`config.mk`:
```
export PLATFORM = sky130hd
export DESIGN_NAME = terrain_probe_scheduler
export DESIGN_NICKNAME = d
export VERILOG_FILES = /design/src/rtl/collider_pkg.sv /design/src/rtl/rr_pick.sv /design/src/rtl/terrain_probe_scheduler.sv
export SDC_FILE = /design/constraint.sdc
export NUM_CORES = 2
export LEC_CHECK = 0
export CORE_MARGIN = 3
export CORE_UTILIZATION = 46
export CTS_CLUSTER_SIZE = 8
export DETAILED_ROUTE_END_ITERATION = 12
export PLACE_DENSITY_LB_ADDON = 0.15
export RECOVER_POWER = 100
export REMOVE_ABC_BUFFERS = 1
export SLEW_MARGIN = 10
export SYNTH_ARGS = -nofsm -noshare
export SYNTH_HDL_FRONTEND = slang
export SYNTH_SLANG_ARGS = --single-unit
```
`constraint.sdc`:
```
create_clock -name Clk -period 5.04 [get_ports Clk]
set_input_delay 1.512 -clock Clk [delete_from_list [all_inputs] [get_ports Clk]]
set_output_delay 1.512 -clock Clk [all_outputs]
set_load 0.005 [all_outputs]
```
`src/rtl/collider_pkg.sv`:
```
// Shared types and screen geometry for the terrain probe scheduler.
package collider_pkg;

    localparam int SCREEN_W = 640;
    localparam int SCREEN_H = 480;
    localparam int COORD_W  = 10;

    typedef logic [COORD_W-1:0] coord_t;

    typedef enum logic [1:0] {
        IDLE,
        SNAP,
        ARMED,
        SERVE
    } probe_state_t;

endpackage

```
`src/rtl/rr_pick.sv`:
```
// Combinational round-robin picker: first set bit of mask at or after ptr, wrapping.
module rr_pick #(
    parameter int N  = 4,
    parameter int PW = (N > 1) ? $clog2(N) : 1
) (
    input  logic [N-1:0]  mask,
    input  logic [PW-1:0] ptr,
    output logic [N-1:0]  grant,
    output logic [PW-1:0] idx,
    output logic          any
);

    int          p;
    logic [PW-1:0] pos;

    always_comb begin
        grant = '0;
        idx   = '0;
        any   = 1'b0;
        p     = 0;
        pos   = '0;
        for (int k = 0; k < N; k++) begin
            p = int'(ptr) + k;
            if (p >= N) begin
                p = p - N;
            end
            pos = PW'(p);
            if (!any && mask[pos]) begin
                any        = 1'b1;
                grant[pos] = 1'b1;
                idx        = pos;
            end
        end
    end

endmodule

```
`src/rtl/terrain_probe_scheduler.sv`:
```
// Shares one terrain-column sampler between N_REQ collision requesters; probes are
// snapshotted at frame start and answered one per cycle when their column passes.
module terrain_probe_scheduler #(
    parameter int N_REQ    = 4,
    parameter int SCREEN_W = collider_pkg::SCREEN_W,
    parameter int SCREEN_H = collider_pkg::SCREEN_H
) (
    input  logic                  Clk,
    input  logic                  Reset,
    input  logic                  frame_start,
    input  logic                  col_valid,
    input  logic [9:0]            DrawX,
    input  logic [SCREEN_H-1:0]   terrain_data,
    input  logic [N_REQ-1:0]      req,
    input  logic [N_REQ*10-1:0]   req_x,
    input  logic [N_REQ*10-1:0]   req_y,
    output logic [N_REQ-1:0]      ack,
    output logic [N_REQ-1:0]      hit,
    output logic                  busy
);

    import collider_pkg::*;

    localparam int     PW    = (N_REQ > 1) ? $clog2(N_REQ) : 1;
    localparam int     YW    = $clog2(SCREEN_H);
    localparam coord_t X_LIM = coord_t'(SCREEN_W);
    localparam coord_t Y_LIM = coord_t'(SCREEN_H);

    probe_state_t        state_q, state_d;
    logic [N_REQ-1:0]    pending_q, pending_d;
    logic [N_REQ-1:0]    match_q, match_d;
    logic [N_REQ-1:0]    oob_q, oob_d;
    logic [N_REQ-1:0]    ack_q, ack_d;
    logic [N_REQ-1:0]    hit_q, hit_d;
    coord_t              x_q [N_REQ];
    coord_t              x_d [N_REQ];
    coord_t              y_q [N_REQ];
    coord_t              y_d [N_REQ];
    logic [SCREEN_H-1:0] col_buf_q, col_buf_d;
    logic [PW-1:0]       rr_ptr_q, rr_ptr_d;
    logic                defer_q, defer_d;

    coord_t              in_x [N_REQ];
    coord_t              in_y [N_REQ];
    logic [N_REQ-1:0]    req_live;
    logic [N_REQ-1:0]    new_entry;
    logic [N_REQ-1:0]    oob_vec;
    logic [N_REQ-1:0]    col_eq;

    // A requester still holding req in its ack cycle is finishing the old probe, not posting a new one.
    assign req_live = req & ~ack_q;

    genvar gi;
    generate
        for (gi = 0; gi < N_REQ; gi++) begin : g_entry
            coord_t x_sel;
            coord_t y_sel;
            assign in_x[gi]      = req_x[10*gi +: 10];
            assign in_y[gi]      = req_y[10*gi +: 10];
            assign new_entry[gi] = req_live[gi] & ~pending_q[gi];
            assign x_sel         = new_entry[gi] ? in_x[gi] : x_q[gi];
            assign y_sel         = new_entry[gi] ? in_y[gi] : y_q[gi];
            assign oob_vec[gi]   = (x_sel >= X_LIM) | (y_sel >= Y_LIM);
            assign col_eq[gi]    = (x_q[gi] == DrawX);
        end
    endgenerate

    logic [N_REQ-1:0] serve_mask;
    logic [N_REQ-1:0] grant;
    logic [PW-1:0]    grant_idx;
    logic             grant_any;

    // Cancelled entries drop out of the serve set the same cycle they lose req.
    assign serve_mask = match_q & req;

    rr_pick #(
        .N  (N_REQ),
        .PW (PW)
    ) u_rr_pick (
        .mask  (serve_mask),
        .ptr   (rr_ptr_q),
        .grant (grant),
        .idx   (grant_idx),
        .any   (grant_any)
    );

    coord_t        grant_y;
    logic          grant_y_ok;
    logic [YW-1:0] grant_y_idx;
    logic          col_bit;

    assign grant_y     = y_q[grant_idx];
    assign grant_y_ok  = grant_y < Y_LIM;
    assign grant_y_idx = grant_y[YW-1:0];
    assign col_bit     = grant_y_ok ? col_buf_q[grant_y_idx] : 1'b0;

    logic [N_REQ-1:0] snap_pend;
    logic [N_REQ-1:0] snap_oob;
    logic [N_REQ-1:0] col_match;

    always_comb begin
        state_d   = state_q;
        pending_d = pending_q & req;
        match_d   = match_q & req;
        oob_d     = oob_q;
        x_d       = x_q;
        y_d       = y_q;
        col_buf_d = col_buf_q;
        rr_ptr_d  = rr_ptr_q;
        defer_d   = defer_q;
        ack_d     = '0;
        hit_d     = '0;
        snap_pend = (pending_q & req) | req_live;
        snap_oob  = snap_pend & oob_vec;
        col_match = pending_q & req & col_eq;

        case (state_q)
            IDLE: begin
                if (frame_start || defer_q) begin
                    state_d = SNAP;
                    defer_d = 1'b0;
                end
            end

            SNAP: begin
                defer_d   = defer_q | frame_start;
                pending_d = snap_pend;
                for (int i = 0; i < N_REQ; i++) begin
                    if (new_entry[i]) begin
                        x_d[i] = in_x[i];
                        y_d[i] = in_y[i];
                    end
                end
                if (snap_pend == '0) begin
                    state_d = IDLE;
                end else if (snap_oob != '0) begin
                    match_d = snap_oob;
                    oob_d   = snap_oob;
                    state_d = SERVE;
                end else begin
                    oob_d   = '0;
                    state_d = ARMED;
                end
            end

            ARMED: begin
                // A column and a frame pulse in the same cycle: take the column, remember the frame.
                if (col_valid && (col_match != '0)) begin
                    match_d   = col_match;
                    oob_d     = '0;
                    col_buf_d = terrain_data;
                    defer_d   = defer_q | frame_start;
                    state_d   = SERVE;
                end else if (frame_start || defer_q) begin
                    defer_d = 1'b0;
                    state_d = SNAP;
                end else if (pending_d == '0) begin
                    state_d = IDLE;
                end
            end

            SERVE: begin
                defer_d   = defer_q | frame_start;
                match_d   = serve_mask & ~grant;
                pending_d = pending_q & req & ~grant;
                if (grant_any) begin
                    ack_d    = grant;
                    hit_d    = grant & {N_REQ{oob_q[grant_idx] | col_bit}};
                    rr_ptr_d = (grant_idx == PW'(N_REQ - 1)) ? '0 : grant_idx + 1'b1;
                end
                if (match_d == '0) begin
                    if (defer_d) begin
                        defer_d = 1'b0;
                        state_d = SNAP;
                    end else if (pending_d == '0) begin
                        state_d = IDLE;
                    end else begin
                        state_d = ARMED;
                    end
                end
            end

            default: state_d = IDLE;
        endcase
    end

    always_ff @(posedge Clk) begin
        if (Reset) begin
            state_q   <= IDLE;
            pending_q <= '0;
            match_q   <= '0;
            oob_q     <= '0;
            ack_q     <= '0;
            hit_q     <= '0;
            col_buf_q <= '0;
            rr_ptr_q  <= '0;
            defer_q   <= 1'b0;
            for (int i = 0; i < N_REQ; i++) begin
                x_q[i] <= '0;
                y_q[i] <= '0;
            end
        end else begin
            state_q   <= state_d;
            pending_q <= pending_d;
            match_q   <= match_d;
            oob_q     <= oob_d;
            ack_q     <= ack_d;
            hit_q     <= hit_d;
            col_buf_q <= col_buf_d;
            rr_ptr_q  <= rr_ptr_d;
            defer_q   <= defer_d;
            for (int i = 0; i < N_REQ; i++) begin
                x_q[i] <= x_d[i];
                y_q[i] <= y_d[i];
            end
        end
    end

    assign ack  = ack_q;
    assign hit  = hit_q;
    assign busy = (state_q != IDLE);

endmodule
```
Yosys cells after proc, flatten, opt, wreduce, memory -nomap -nowiden --
Index checks and enable logic that the tools add are counted.
Storage, ports and cells: input bits 578, output and inout bits 9, register bits 585
Cells by class: $add $sub $neg 8, bitwise operators 31, order comparisons 24, equality and inequality tests 13, mux-type cells 72, reduce and logical (&&, ||, !) cells 26
Operators by type and width (count):
- $mux 10 | 10
- $eq 10x10->1 | 4
- $ge 10x10->1 const B | 4
- $ge 10x9->1 const B | 4
- $mux 4 | 10
- $mux 2 | 17
- $and 4x4->4 | 8
- $bmux 10 s2 | 1
- $mux 1 | 19
- $logic_not 4->1 | 4
- $or 4x4->4 | 4
- $pmux 4 s2 | 2
- $lt 2x3->1 const B | 5
- $ge 3x3->1 const B | 4
- $pmux 4 s3 | 1
- $bmux 1 s2 | 5
- $lt 10x9->1 const B | 1
- $lt 9x10->1 const B | 1
- $bmux 1 s9 | 1
- $demux 1 s2 | 4
- $ge 2x1->1 const B | 4
- $logic_and 1x1->1 | 8
- $ne 2x2->1 const B | 4
- $not 4->4 | 2
- 22 further kinds | 47

Longest topological paths before layout --
depth after elaboration 23, gate-level depth with buffers 20, mapped depth without buffers 14

Cells and area by module --
Synthesis repeated with hierarchy kept, for this count alone.
Second synthesis, totals: cell total of the unflattened synthesis 3345, area total of the unflattened synthesis 26426.6 sq um
Modules (own cells, without submodules):
- terrain_probe_scheduler | cells each 3300, sequential area each 11711.2 sq um, area each 26004.9 sq um, times used 1
- rr_pick | cells each 45, sequential area each 0.0 sq um, area each 421.7 sq um, times used 1

Least setup slack after synthesis --
No wires, ideal clock.
path kind input to register, start point input req[0], end point register hit_q[1] (netlist: hit[1]), required time 4.893 ns, arrival 4.982 ns, stages 15, setup slack -0.089 ns, library setup time 0.147 ns, cells stage by stage buf_6 and2_4 buf_6 mux4_2 or2_1 a32o_2 mux2i_4 buf_8 mux4_1 a22oi_1 a21oi_1 nor3b_1 nand4_1 nor4b_2 nor4_1
On the way: word-level cells in the longest chain between the ends 22, elaborated cells between the ends (all ways) 44
RTL lines:
- start, declared | line terrain_probe_scheduler.sv:14 | input logic [N_REQ-1:0] req,
- $and 4x4->4 (*) | line terrain_probe_scheduler.sv:74 | assign serve_mask = match_q & req;
- $bmux 1 s2 | line rr_pick.sv:28 | if (!any && mask[pos]) begin
- $mux 1 (implied by the code) | line rr_pick.sv:28
- $mux 1 | line rr_pick.sv:28
- $logic_not 1->1 | line rr_pick.sv:28
- $logic_and 1x1->1 | line rr_pick.sv:28
- $mux 1 | line rr_pick.sv:28
- $logic_not 1->1 | line rr_pick.sv:28
- [... 5 more ...]
- $not 2->3 (implied by the code) | line terrain_probe_scheduler.sv:92 | assign grant_y = y_q[grant_idx];
- $bmux 10 s2 | line terrain_probe_scheduler.sv:92
- $mux 10 (implied by the code) (2 in a row) | line terrain_probe_scheduler.sv:92
- $bmux 1 s9 | line terrain_probe_scheduler.sv:95 | assign col_bit = grant_y_ok ? col_buf_q[grant_y_idx] : 1'b0;
- $mux 1 (implied by the code) | line terrain_probe_scheduler.sv:95
- $mux 1 | line terrain_probe_scheduler.sv:95
- $or 1x1->1 | line terrain_probe_scheduler.sv:168 | hit_d = grant & {N_REQ{oob_q[grant_idx] | col_bit}};
- $and 4x4->4 | line terrain_probe_scheduler.sv:168
- end signal, assigned | line terrain_probe_scheduler.sv:208 | hit_q <= hit_d;
- end, declared | line terrain_probe_scheduler.sv:34 | logic [N_REQ-1:0] hit_q, hit_d;
Mark *: on every way between the ends. The rest lies on a longest branch, timed or not. The select of a mux whose other input is x is not followed. A chain may end at the register's enable or synchronous reset.

Worst setup path after layout --
start point input req[3], end point register hit_q[0] (netlist: hit[0])
Same word-level chain as after synthesis.

==> metrics.md <==
| Metric | Value |
|---|---|
| H-tree depth | 3 |
| Total CTS buffers | 83 |
| Pin count of the biggest net entering global routing | 201 |
| YS warnings | 0 |
| Prevailing post-synth register cell | dfxtp_1 |
| Final hold violation count | 0 |
| Skew final | 0.0179 ns |
| GRT Residual Overflow | 0 |
| Initial DRC Count | 2425 |
| #FFs+latches synth | 585 |
| Area Overhead vs Synth | 38.4% |
| Hold Path Class | reg -> reg |
| Endpoints failing setup | 0 |
| Status | complete, but fails checks |
| CP max stage delay | 0.55 ns |
| Comb power frac | 0.141 |
| Worst setup EP type | flip-flop |
| Via density | 5.60 |
| Flip-flop and latch area | 11700 um2 |
| Die ar. | 61500 um2 |
| Routed Antenna Nets | 0 |
| Gate count after technology mapping | 3536 |
| CP bufs+invs | 4 |
| Number of global-route vias before repair | 26.3k |
| CTS Root Cell | clkbuf_16 |
| Vias | 27.7k |
| Minimum clock period | 4.97 ns |
| Most frequent CP cell | buf_12 |
| Nets | 4762 |
| Sw Pwr | 2850 uW |
| First-pass GRT wire length | 153000 um |
| Die H | 248 um |
| Hold Buf Count CTS | 0 |
| Gr usage total | 0.321 |
| Internal power | 8530 uW |
| Net Sw Frac | 0.251 |
| Wire per inst | 20.8 um |
| Fill cells | 5153 |
| Clock network fraction of total power | 0.442 |
| Routability cong. | 0.934 |
| Mapped Area | 26900 um2 |
| Post-synth ARST share | 0 |
| Post-layout util | 0.645 |
| Cell Chain, Critical Path | clkdlybuf4s15_2, and2_1, mux4_2, or2_1, a32o_2, mux2i_4, buf_12, buf_12, mux4_1, a22o_1, a2111oi_4, nor4_2, a211oi_2, buf_4, o311a_4, nor4_1 |
| Fin crit share | 0.986 |
| Remaining DRCs | 0 |
| Chip Width | 248 um |
| Post-synth EDFFs | 0 |
| Worst Tran Pin Value | 3.76 ns |
| CTS tree | yes |
| Peak supply drop | 0.235 mV |
| Leak Pwr | 0.0127 uW |
| I/O pins | 587 |
| Number of max-cap violations | 1 |
| Port buffer count | 586 |
| Sequential share of the synthesized area | 0.435 |
| Initial Util | 0.466 |
| Footprint of the multi-input gates | 14200 um2 |
| Initial antenna violation count | 5 |
| Part of the power in registers | 0.417 |
| P per Cell Area | 305 nW/um2 |
| CP arrival | 5.45 ns |
| Clock transition at path regs | 0.05 ns |
| Clock Tree Buf Depth | 3 |
| Setup_tns | 0 ns |
| Proportion of layout cells with a drive suffix above 1 | 0.0986 |
| Slew Limit Fails | 184 |
| Failing checks | capacitance limit, slew limit |
| Setup CP Type | in -> reg |
| Mean Syn Cell Area | 7.62 um2 |
| Slack of the worst reg-to-reg path | 0.44 ns |
| Clock latency on the worst-skew pair | 0.63 ns |
| CP Max Fanout | 6 |
| Distinct cell type count after synthesis | 77 |
| TritonCTS Sinks | 585 |
| Worst path required time | 5.52 ns |
| Total wire length | 103000 um |
| Placed wire-length estimate | 76600 um |
| # rows | 88 |
| TritonRoute pass-1 iters | 7 |
| Largest delay contributor family on the critical path | multiplexers |
| Highest attainable clock frequency | 201 MHz |
| Core region area | 57800 um2 |
| Slew headroom | -1.51 |
| CP startpoint kind | input pin |
| Crit-path slowest cell | mux4_1 |
==> power by group through the flow <==
stage                     Clock (uW)  Sequential (uW)  Combinational [uW]
after CTS                       5100             4740                1580
after global routing            5290             4750                1700
after global placement             0             4830                1540
after detailed placement           0             4830                1550
after floorplan                    0             4820                 525
final                           5030             4750                1610
==> worst paths after layout <==
| kind | from | endpoint | cells past startpoint |
|---|---|---|---|
| worst min register to register | col_buf_q[104]$_SDFFE_PP0P_ | col_buf_q[104]$_SDFFE_PP0P_ | 2 |
| worst min-delay path | col_buf_q[104]$_SDFFE_PP0P_ | col_buf_q[104]$_SDFFE_PP0P_ | 2 |
| worst max register to register | rr_ptr_q[1]$_SDFFE_PP0P_ | hit[0]$_SDFF_PP0_ | 17 |
| worst max-delay path | req[3] | hit[0]$_SDFF_PP0_ | 16 |
==> layout make-up <==
class / instances / share of cell area
Tap cell: 765 / 0.0257
Clock buffer: 86 / 0.0569
Timing Repair Buffer: 817 / 0.217
Sequential cell: 585 / 0.314
Clock inverter: 7 / 0.00373
Inverter: 20 / 0.00201
Antenna cell: 5 / 0.000336
Multi-Input combinational cell: 2664 / 0.380
==> metrics by stage <==
step / setup WS [ns] / std cells / area (um2) / total power (uW) / hold WS [ns]
after floorplan: -6.72 / 3269 / 25700 / 5340 / 0.421
after global placement: -1.17 / 4849 / 34800 / 6380 / 0.437
after detailed placement: -1.13 / 4849 / 34800 / 6380 / 0.442
after CTS: 0.0279 / 4942 / 37200 / 11400 / 0.447
after global routing: -0.0141 / 4949 / 37300 / 11700 / 0.461
final: 0.0705 / 4949 / 37300 / 11400 / 0.446
==> registers in the layout (all words and copies together), names as in the netlist, 4 cells and up <==
register   count
pending_q      4
x_q           40
ack            4
hit            4
col_buf_q    480
y_q           40
match_q        4
oob_q          4
==> metal layers <==
metal | vias up | wire [um] | global-route usage
li1 | 13235 | - | -
met1 | 13164 | 43800 | 0.437
met2 | 1146 | 48500 | 0.522
met3 | 192 | 7370 | 0.0494
met4 | 0 | 3490 | 0.109
met5 | - | 0 | 0
==> cells by family after synthesis <==
kind of cell	Yosys count	share of synthesized area
compound gates	829	0.177
flops	585	0.435
buf+inv	287	0.0484
xor+xnor	40	0.0130
mux	173	0.0813
simple gates	1609	0.239
fa+ha+maj	13	0.00604
==> cell usage in the layout (no fill, tap or decap), types with 8 or more instances in the layout <==
master / netlist / final
xnor2_1: 10 / 10
xor2_1: 30 / 30
nand4_1: 18 / 18
nand2b_1: 12 / 12
buf_12: 3 / 35
ha_1: 13 / 13
clkbuf_16: 0 / 84
nor2_1: 57 / 57
nand2_1: 1348 / 1346
mux2i_1: 120 / 114
a21oi_1: 598 / 597
a211oi_1: 15 / 14
and3_1: 16 / 16
dfxtp_1: 585 / 585
mux2i_4: 2 / 8
buf_4: 7 / 184
mux2_2: 19 / 18
a22oi_1: 31 / 31
o21ai_0: 31 / 31
a32oi_1: 29 / 29
a311oi_1: 10 / 9
mux4_1: 11 / 9
nor4_1: 21 / 17
inv_1: 20 / 20
and2_1: 12 / 10
mux4_2: 17 / 19
nor3_1: 20 / 19
nand3_1: 83 / 83
a31oi_1: 23 / 23
clkdlybuf4s50_1: 0 / 581
==> cell usage after synthesis (11+ instances only) <==
library cell	instances	area, um2
nand2_1	1348	5060
a21oi_1	598	2990
dfxtp_1	585	11700
clkbuf_1	216	811
mux2i_1	120	1200
nand3_1	83	415
nor2_1	57	214
a22oi_1	31	233
o21ai_0	31	155
xor2_1	30	263
a32oi_1	29	254
buf_2	25	125
a31oi_1	23	144
nor4_1	21	131
inv_1	20	75.1
nor3_1	20	100
mux2_2	19	214
nand4_1	18	113
mux4_2	17	383
and3_1	16	100
a211oi_1	15	113
ha_1	13	163
and2_1	12	75.1
nand2b_1	12	75.1
mux4_1	11	289
==> repair_timing <==
item	4_1_cts	5_1_grt
pin swaps	5	12
setup endpoints to repair	4	4
resized for setup	27	33
buffers inserted	0	2
==> worst reg2reg max path: stages (launching register included) <==
cell,delay [ns]
dfxtp_1,0.33
inv_1,0.12
ha_1,0.51
nand2b_1,0.18
o21ai_1,0.42
o311ai_0,0.22
and2_1,0.24
mux2i_4,0.30
buf_12,0.19
buf_12,0.10
mux4_1,0.55
a22o_1,0.25
a2111oi_4,0.32
nor4_2,0.08
a211oi_2,0.22
buf_4,0.16
o311a_4,0.22
nor4_1,0.06
(Power assumes the default switching activity.)
